[src/rtl/hazard_if.sv]
// ============================================================================
// Module   : hazard_if
// Brief    : Decode / register-read / writeback / drain signal bundle for the
//            register-write hazard scoreboard.
// Revision : 1.0  initial release
// ============================================================================
`default_nettype none

interface hazard_if #(
  parameter int NREG = 16
);
  // decode stage
  logic            id_valid;
  logic [3:0]      id_rs;
  logic [3:0]      id_rt;
  logic            id_rs_used;
  logic            id_rt_used;
  logic [3:0]      id_rd;
  logic            id_rd_en;
  // register-read stage
  logic            rr_valid;
  logic [3:0]      rr_rd;
  logic            rr_rd_en;
  // execute control
  logic            exec_stall;
  logic            exec_flush;
  // writeback
  logic            wb_valid;
  logic [3:0]      wb_rd;
  logic            wb_rd_en;
  // drain handshake
  logic            drain_req;
  // scoreboard results
  logic            o_stall;
  logic            o_idle;
  logic [NREG-1:0] o_pending;
  logic            o_err;

  // pipeline side: drives stage state, observes stall/idle/status
  modport master (
    output id_valid, id_rs, id_rt, id_rs_used, id_rt_used, id_rd, id_rd_en,
    output rr_valid, rr_rd, rr_rd_en, exec_stall, exec_flush,
    output wb_valid, wb_rd, wb_rd_en, drain_req,
    input  o_stall, o_idle, o_pending, o_err
  );

  // scoreboard side
  modport slave (
    input  id_valid, id_rs, id_rt, id_rs_used, id_rt_used, id_rd, id_rd_en,
    input  rr_valid, rr_rd, rr_rd_en, exec_stall, exec_flush,
    input  wb_valid, wb_rd, wb_rd_en, drain_req,
    output o_stall, o_idle, o_pending, o_err
  );
endinterface

`default_nettype wire

[src/rtl/hazard_scoreboard.sv]
// ============================================================================
// Module   : hazard_scoreboard
// Brief    : Per-register in-flight write counters producing the decode stall
//            for RAW and counter-saturation hazards, plus a drain/idle
//            handshake for pipeline-wide operations.
// Revision : 1.0  initial release
// ============================================================================
`default_nettype none

module hazard_scoreboard #(
  parameter int NREG  = 16,
  parameter int CNT_W = 2
) (
  input  wire logic i_clk,
  input  wire logic i_reset,
  hazard_if.slave   bus
);

  localparam logic [CNT_W-1:0] c_CNT_MAX = {CNT_W{1'b1}};
  localparam logic [CNT_W-1:0] c_CNT_ONE = CNT_W'(1);

  typedef enum logic [0:0] {
    S_IDLE  = 1'b0,
    S_DRAIN = 1'b1
  } state_t;

  state_t           r_state;
  logic [CNT_W-1:0] r_cnt     [NREG];
  logic [NREG-1:0]  r_pending;
  logic             r_idle;
  logic             r_err;

  logic [CNT_W-1:0] w_cnt_nxt [NREG];
  logic [NREG-1:0]  w_nz;
  logic [NREG-1:0]  w_nz_nxt;
  logic             w_rr_wr;
  logic             w_inc;
  logic             w_dec;
  logic             w_underflow;
  logic             w_raw_rs;
  logic             w_raw_rt;
  logic             w_sat;
  logic             w_drain_hold;

  // A writing instruction sits in register read; it counts only once it issues
  assign w_rr_wr     = bus.rr_valid && bus.rr_rd_en;
  assign w_inc       = w_rr_wr && !bus.exec_stall && !bus.exec_flush;
  assign w_dec       = bus.wb_valid && bus.wb_rd_en;
  assign w_underflow = w_dec && (r_cnt[bus.wb_rd] == '0);

  // Next-state counters: matched inc/dec on one index cancel out
  always_comb begin
    for (int i = 0; i < NREG; i++) begin
      w_cnt_nxt[i] = r_cnt[i];
      if (w_inc && (bus.rr_rd == 4'(i)) && !(w_dec && (bus.wb_rd == 4'(i)))) begin
        if (r_cnt[i] != c_CNT_MAX) w_cnt_nxt[i] = r_cnt[i] + c_CNT_ONE;
      end else if (w_dec && (bus.wb_rd == 4'(i)) && !(w_inc && (bus.rr_rd == 4'(i)))) begin
        if (r_cnt[i] != '0) w_cnt_nxt[i] = r_cnt[i] - c_CNT_ONE;
      end
      w_nz[i]     = (r_cnt[i] != '0);
      w_nz_nxt[i] = (w_cnt_nxt[i] != '0);
    end
  end

  // Hazards; a same-cycle writeback does not clear RAW (regfile write lands at the edge)
  assign w_raw_rs = bus.id_rs_used &&
                    ((r_cnt[bus.id_rs] != '0) || (w_rr_wr && (bus.rr_rd == bus.id_rs)));
  assign w_raw_rt = bus.id_rt_used &&
                    ((r_cnt[bus.id_rt] != '0) || (w_rr_wr && (bus.rr_rd == bus.id_rt)));
  assign w_sat    = bus.id_rd_en && (r_cnt[bus.id_rd] == c_CNT_MAX) &&
                    !(w_dec && (bus.wb_rd == bus.id_rd));

  assign w_drain_hold = (r_state == S_DRAIN);

  assign bus.o_stall   = bus.exec_stall ||
                         (bus.id_valid && (w_raw_rs || w_raw_rt || w_sat)) ||
                         w_drain_hold;
  assign bus.o_idle    = r_idle;
  assign bus.o_pending = r_pending;
  assign bus.o_err     = r_err;

  // Counter state, registered status flags and sticky underflow error
  always_ff @(posedge i_clk) begin
    if (i_reset) begin
      for (int i = 0; i < NREG; i++) r_cnt[i] <= '0;
      r_pending <= '0;
      r_idle    <= 1'b1;
      r_err     <= 1'b0;
    end else begin
      for (int i = 0; i < NREG; i++) r_cnt[i] <= w_cnt_nxt[i];
      r_pending <= w_nz_nxt;
      r_idle    <= ~|w_nz_nxt && !w_rr_wr;
      r_err     <= r_err || w_underflow;
    end
  end

  // Drain FSM: hold decode until the pipeline is empty and the requester lets go
  always_ff @(posedge i_clk) begin
    if (i_reset) begin
      r_state <= S_IDLE;
    end else begin
      case (r_state)
        S_IDLE:  if (bus.drain_req) r_state <= S_DRAIN;
        S_DRAIN: if (~|w_nz && !w_rr_wr && !bus.drain_req) r_state <= S_IDLE;
        default: r_state <= S_IDLE;
      endcase
    end
  end

endmodule

`default_nettype wire

[src/flat_wrapper.sv]
// flat-port wrapper written by rule: the top's interface ports become plain ports
module hazard_scoreboard_flat 
#(
  parameter int NREG  = 16,
  parameter int CNT_W = 2
)
  (i_clk, i_reset, bus_id_valid, bus_id_rs, bus_id_rt, bus_id_rs_used, bus_id_rt_used, bus_id_rd, bus_id_rd_en, bus_rr_valid, bus_rr_rd, bus_rr_rd_en, bus_exec_stall, bus_exec_flush, bus_wb_valid, bus_wb_rd, bus_wb_rd_en, bus_drain_req, bus_o_stall, bus_o_idle, bus_o_pending, bus_o_err);
  hazard_if #(.NREG(NREG)) bus_i ();
  input  wire logic i_clk;
  input  wire logic i_reset;
  input wire logic [$bits(bus_i.id_valid)-1:0] bus_id_valid;
  input wire logic [$bits(bus_i.id_rs)-1:0] bus_id_rs;
  input wire logic [$bits(bus_i.id_rt)-1:0] bus_id_rt;
  input wire logic [$bits(bus_i.id_rs_used)-1:0] bus_id_rs_used;
  input wire logic [$bits(bus_i.id_rt_used)-1:0] bus_id_rt_used;
  input wire logic [$bits(bus_i.id_rd)-1:0] bus_id_rd;
  input wire logic [$bits(bus_i.id_rd_en)-1:0] bus_id_rd_en;
  input wire logic [$bits(bus_i.rr_valid)-1:0] bus_rr_valid;
  input wire logic [$bits(bus_i.rr_rd)-1:0] bus_rr_rd;
  input wire logic [$bits(bus_i.rr_rd_en)-1:0] bus_rr_rd_en;
  input wire logic [$bits(bus_i.exec_stall)-1:0] bus_exec_stall;
  input wire logic [$bits(bus_i.exec_flush)-1:0] bus_exec_flush;
  input wire logic [$bits(bus_i.wb_valid)-1:0] bus_wb_valid;
  input wire logic [$bits(bus_i.wb_rd)-1:0] bus_wb_rd;
  input wire logic [$bits(bus_i.wb_rd_en)-1:0] bus_wb_rd_en;
  input wire logic [$bits(bus_i.drain_req)-1:0] bus_drain_req;
  output wire logic [$bits(bus_i.o_stall)-1:0] bus_o_stall;
  output wire logic [$bits(bus_i.o_idle)-1:0] bus_o_idle;
  output wire logic [$bits(bus_i.o_pending)-1:0] bus_o_pending;
  output wire logic [$bits(bus_i.o_err)-1:0] bus_o_err;
  assign bus_i.id_valid = bus_id_valid;
  assign bus_i.id_rs = bus_id_rs;
  assign bus_i.id_rt = bus_id_rt;
  assign bus_i.id_rs_used = bus_id_rs_used;
  assign bus_i.id_rt_used = bus_id_rt_used;
  assign bus_i.id_rd = bus_id_rd;
  assign bus_i.id_rd_en = bus_id_rd_en;
  assign bus_i.rr_valid = bus_rr_valid;
  assign bus_i.rr_rd = bus_rr_rd;
  assign bus_i.rr_rd_en = bus_rr_rd_en;
  assign bus_i.exec_stall = bus_exec_stall;
  assign bus_i.exec_flush = bus_exec_flush;
  assign bus_i.wb_valid = bus_wb_valid;
  assign bus_i.wb_rd = bus_wb_rd;
  assign bus_i.wb_rd_en = bus_wb_rd_en;
  assign bus_i.drain_req = bus_drain_req;
  assign bus_o_stall = bus_i.o_stall;
  assign bus_o_idle = bus_i.o_idle;
  assign bus_o_pending = bus_i.o_pending;
  assign bus_o_err = bus_i.o_err;
  hazard_scoreboard #(.NREG(NREG), .CNT_W(CNT_W)) u_core (.i_clk(i_clk), .i_reset(i_reset), .bus(bus_i));
endmodule
[config.mk]
export PLATFORM = sky130hd
export DESIGN_NAME = hazard_scoreboard_flat
export DESIGN_NICKNAME = d
export VERILOG_FILES = /design/src/rtl/hazard_if.sv /design/src/rtl/hazard_scoreboard.sv /design/src/flat_wrapper.sv
export SDC_FILE = /design/constraint.sdc
export NUM_CORES = 1
export LEC_CHECK = 0
export ABC_AREA = 1
export BUFFER_PORTS_ARGS = -buffer_cell sky130_fd_sc_hd__buf_4
export CORE_MARGIN = 2
export CORE_UTILIZATION = 25
export CTS_CLUSTER_SIZE = 10
export DETAILED_ROUTE_END_ITERATION = 6
export PLACE_DENSITY = 0.38
export SLEW_MARGIN = 15
export SYNTH_ARGS = -nofsm -noshare
export SYNTH_HDL_FRONTEND = slang
export SYNTH_SLANG_ARGS = --single-unit
[constraint.sdc]
create_clock -name i_clk -period 2 [get_ports i_clk]
set_input_delay 0.4 -clock i_clk [delete_from_list [all_inputs] [get_ports i_clk]]
set_output_delay 0.4 -clock i_clk [all_outputs]
set_load 0.05 [all_outputs]
After elaboration in Yosys (flattened, before gate mapping)

Memories as Yosys holds them, arrays and structs flattened.
Index checks and enable logic that the tools add are counted.

Flip-flop bits (word level): 19
Memory bits (writable): 32
Input port bits: 33
Memories: 1

Memory list:

| memory       | words | bits a word | read ports | clocked after Yosys merged registers in | write ports | RTL line                | text |
|---|---|---|---|---|---|---|---|
| u_core.r_cnt | 16    | 2           | 20         | 0                                       | 16          | hazard_scoreboard.sv:28 | `logic [CNT_W-1:0] r_cnt [NREG];` |

$add $sub $neg: 32
Equality and inequality tests: 50
Mux-type cells: 86
Bitwise gates (word level): 17
Reduce and logical (&&, ||, !) cells: 165

Operators with widths:

| kind                  | number |
|---|---|
| $mux W2               | 80 |
| $logic_and A1 B1 Y1   | 80 |
| $reduce_bool A2 Y1    | 34 |
| $eq A4 B4 Y1 const B  | 16 |
| $logic_not A1 Y1      | 39 |
| $add A2 B1 Y2 const B | 16 |
| $eq A4 B3 Y1 const B  | 8 |
| $ne A2 B2 Y1 const B  | 16 |
| $reduce_or A16 Y1     | 2 |
| $sub A2 B1 Y2 const B | 16 |
| $eq A4 B2 Y1 const B  | 4 |
| $or A1 B1 Y1          | 16 |
| $eq A4 B4 Y1          | 3 |
| $eq A4 B1 Y1 const B  | 2 |
| $logic_not A4 Y1      | 2 |
| $logic_or A1 B1 Y1    | 7 |
| $mux W1               | 5 |
| $eq A2 B2 Y1 const B  | 1 |
| $logic_not A2 Y1      | 1 |
| $pmux W1 S2           | 1 |
| $not A1 Y1            | 1 |

Longest topological paths before layout

Depth in word-level cells: 12
Mapped depth: 15

Least setup slack after synthesis

OpenSTA, ideal clock, no wires.

Path kind: in2out
From: input bus_id_rs[0]
To: output bus_o_stall
Arrival: 1669 ps
Data required time: 1600 ps
Path slack: -69 ps
Stages: 13
Buffers on the path: 1
Cells stage by stage: buf_2 > clkinv_1 > nor2_1 > nor2_1 > o21ai_0 > nand2_1 > nand2_1 > nand3_1 > nand3_1 > nand2_1 > nand3_1 > nand2_1 > nand2_1

Longest elaborated chain between the ends: 9
Elaborated cells between the ends (all ways): 11

Ends and longest elaborated chain:

| what                                                             | RTL line                | text |
|---|---|---|
| from (decl)                                                      | flat_wrapper.sv:12      | `input wire logic [$bits(bus_i.id_rs)-1:0] bus_id_rs;` |
| $mem_v2 Z16 W2 / $eq A4 B4 Y1 (equally long branches)            | --                      |  |
| $reduce_bool A2 Y1 / $logic_and A1 B1 Y1 (equally long branches) | hazard_scoreboard.sv:67 | `((r_cnt[bus.id_rs] != '0) \|\| (w_rr_wr && (bus.rr_rd == bus.id_rs)));` |
| $logic_or A1 B1 Y1 *                                             | hazard_scoreboard.sv:67 |  |
| $logic_and A1 B1 Y1 *                                            | hazard_scoreboard.sv:66 | `assign w_raw_rs = bus.id_rs_used &&` |
| $logic_or A1 B1 Y1 * (2 in a row)                                | hazard_scoreboard.sv:76 | `(bus.id_valid && (w_raw_rs \|\| w_raw_rt \|\| w_sat)) \|\|` |
| $logic_and A1 B1 Y1 *                                            | hazard_scoreboard.sv:76 |  |
| $logic_or A1 B1 Y1 *                                             | hazard_scoreboard.sv:75 | `assign bus.o_stall = bus.exec_stall \|\|` |
| $logic_or A1 B1 Y1 *                                             | hazard_scoreboard.sv:76 |  |
| to (decl)                                                        | flat_wrapper.sv:27      | `output wire logic [$bits(bus_i.o_stall)-1:0] bus_o_stall;` |

Mark *: on every way between the ends. The rest lies on a longest branch, timed or not.

==> impl_metrics.py <==
metrics = {
    "outcome": {
        "status": "complete, but fails checks",
        "violations": "negative setup slack",
    },
    "timing": {
        "slew_viol_final": 0,
        "worst_slew_margin_rel_pct": 70.3,
        "worst_pin_slew_ps": 442,
        "fin_crit_sh_pct": 107,
        "hold_viol": 0,
        "setup_ws_ps": -149,
        "timing.fmax_ghz": 0.465,
        "setup_viol": 1,
        "period_minus_slack_ps": 2150,
        "whs_ps": 303,
        "rsz0062_at_grt": "true",
        "clock_skew_ps": 6.94,
    },
    "floorplanning": {
        "core_sq_mm": 0.0144,
        "num_io_pins": 52,
        "rows": 44,
        "dieHeight_um": 124,
        "die_x_um": 124,
        "initial_core_util_pct": 25.2,
        "dieArea_sq_mm": 0.0155,
    },
    "worst_setup_path": {
        "worstPathArrival_ps": 1750,
        "required_ps": 1600,
        "endpoint_kind": "output pin",
        "path_max_fanout": 5,
        "start_kind": "register",
        "r2r_cells": 8,
        "reg2reg_to": "u_core.r_state",
        "r2r_start": "u_core.r_cnt[13][1]",
        "critical_path_class": "register to output pin",
        "rrSetupSlack_ps": 220,
    },
    "global_route": {
        "grt_pass1_wl_mm": 23.7,
        "antenna_found_initial": 0,
        "overflow": 0,
        "track_usage_pct": 19.5,
        "grt_pass1_vias": 4451,
        "grt_max_degree": 39,
    },
    "flow_run": {
        "cap_violations": 0,
    },
    "synth": {
        "synthTopCellsByArea": "dfxtp_1 28%, nand2_1 15%, inv_1 8.8%",
        "yosysTopAreaCell": "dfxtp_1",
        "ys_warn_count": 0,
        "ys.flop_type": "dfxtp_1",
        "synth_fp_nets": 645,
        "yosysSeqAreaShare_pct": 28.2,
        "yosysTopAreaCellShare_pct": 28.2,
        "synth-async-reset-ratio_pct": 0,
        "yosysMostFrequentCell": "nand2_1",
        "ys_seq_elements": 51,
        "netlist_top_cells_count": "147 x nand2_1, 85 x inv_1, 83 x nor2_1",
        "synth_edf_count": 0,
        "syn-cell-area_sq_mm": 0.00363,
        "ys_types": 37,
        "postSynthCellCount": 612,
        "syn_avg_cell_area_sq_um": 5.92,
    },
    "finish": {
        "utilization_pct": 38.4,
        "diodes": 0,
        "syn_to_final_growth_pct": 52.0,
        "layout-drive-gt1-share_pct": 32.2,
        "nets": 828,
        "fill_cells": 1577,
    },
    "clock_network": {
        "cts_hold_buf": 0,
        "numCtsBuffers": 5,
        "numClockSinks": 51,
        "htree_levels": 2,
        "clock_latency_ps": 300,
        "cts_tree": "built",
        "clkTransAtPathRegs_ps": 70,
        "cts_root_buffer": "clkbuf_16",
        "cts_buffer_depth": 2,
    },
    "hold_path": {
        "min_path_type": "primary input to register",
        "min_from": "bus_drain_req",
        "hold_end": "u_core.r_state",
        "holdPathStages": 3,
    },
    "drt": {
        "vias": 4523,
        "totalWireLength_mm": 15.0,
        "post-route-drc-count": 0,
        "vias_per_cell": 4.62,
        "antenna_left": 0,
        "first_pass_iters": 4,
        "drtIter0Drc": 281,
        "wl_per_cell_um": 15.3,
    },
    "placed_design": {
        "place_congestion": 0.900,
        "dpl.hpwl_mm": 12.8,
        "numPortBuffers": 51,
        "pre_cts_ws_ps": -273,
    },
    "pwr": {
        "p_per_area_mw_per_mm2": 446,
        "power_leakage_nw": 2.53,
        "ir_drop_mv": 0.262,
    },
}
worst max-delay path by stage:
stage                  startpoint     endpoint  slack (ps)  cells after the start
3_5_place_dp         bus_id_rd[0]  bus_o_stall        -270                     10
3_3_place_gp         bus_id_rd[0]  bus_o_stall        -180                     10
4_1_cts        u_core.r_cnt[5][0]  bus_o_stall        -180                     14
5_1_grt        u_core.r_cnt[3][0]  bus_o_stall        -270                     13
2_1_floorplan        bus_id_rs[0]  bus_o_stall          50                     13
6_report       u_core.r_cnt[5][0]  bus_o_stall        -150                     10
layout make-up:
class                      count  area, sq um  area share, %
clock buffer                   6          129           2.34
tap                          184          230           4.18
inverter                      98          377           6.83
timing repair buffer         185         1450           26.4
clock inverter                 1         30.0          0.545
sequential                    51         1040           18.8
multi-input combinational    454         2250           40.9
cell usage in the layout (no fill, tap or decap), types with 2 or more instances in the layout:
cell type / instances
inv_2: 17
nand2_2: 7
a211oi_1: 7
nor2_1: 76
a21oi_1: 41
o21a_1: 2
or2_1: 9
o2111ai_1: 2
nor2_2: 10
o22ai_1: 6
buf_12: 4
buf_4: 178
nand2_1: 141
nand3_2: 3
o21ai_0: 24
nor2_4: 7
o31ai_1: 3
a31oi_1: 4
a311oi_1: 2
nand4_1: 7
or2_2: 2
dfxtp_2: 11
nor4_1: 3
clkbuf_16: 5
o211ai_1: 20
a211oi_2: 2
nand3_1: 48
inv_1: 77
dfxtp_1: 39
buf_6: 2
o21ai_1: 20
clkinvlp_4: 2
routing by layer:
metal | vias to the layer above | part of all wire [%] | global-route usage [%]
met5 | - | 0 | 0
met3 | 8 | 2.6 | 2.66
met2 | 48 | 48 | 34.1
li1 | 2378 | - | -
met1 | 2089 | 48 | 25.9
met4 | 0 | 0.71 | 3.70
registers in the layout (all words and copies together) (netlist names):
| register | flops |
|---|---|
| u_core.r_cnt | 32 |
| u_core.bus.o_err | 1 |
| u_core.bus.o_idle | 1 |
| u_core.bus.o_pending | 16 |
| u_core.r_state | 1 |
timing repair:
action | in CTS | in global routing
gates cloned | 0 | 0
endpoints found under the setup margin | 1 | 2
setup buffers | 2 | 0
pin swaps | 1 | 3
resized for setup | 34 | 18
critical path, cell delays in order (launching register included):
cell     delay [ps]
dfxtp_4         370
buf_4           120
a21oi_1          60
o31ai_1         290
nand2_1          90
nand2_1          80
nand3_2         110
nand3_2          80
nand2_1          60
nand2_2          60
buf_8           140
power by group:
part           internal [mW]  switching [mW]
Clock                  0.585           0.388
Sequential              1.02         0.00343
Combinational          0.204           0.256
Total                   1.81           0.647
cell families (layout without fill, tap and decap cells):
logic type             Yosys count  count (layout)  share of synthesized area (%)
AND/OR/NAND/NOR                316             316                           37.7
AO/OA/AOI/OAI                  137             137                           22.6
buffers and inverters          107             290                           11.4
flip-flops                      51              51                           28.2
XOR/XNOR                         1               1                          0.242
stage by stage:
step                cell area [sq um]  power, mW  std cells  TNS [ps]
floorplan                        3630       1.24        612         0
global placement                 5240       1.50        970      -488
detailed placement               5240       1.50        970      -568
CTS                              5470       2.51        979      -176
global route                     5510       2.58        979      -268
finish                           5510       2.46        979      -149
Note: power is estimated with default switching activity, not from simulation.
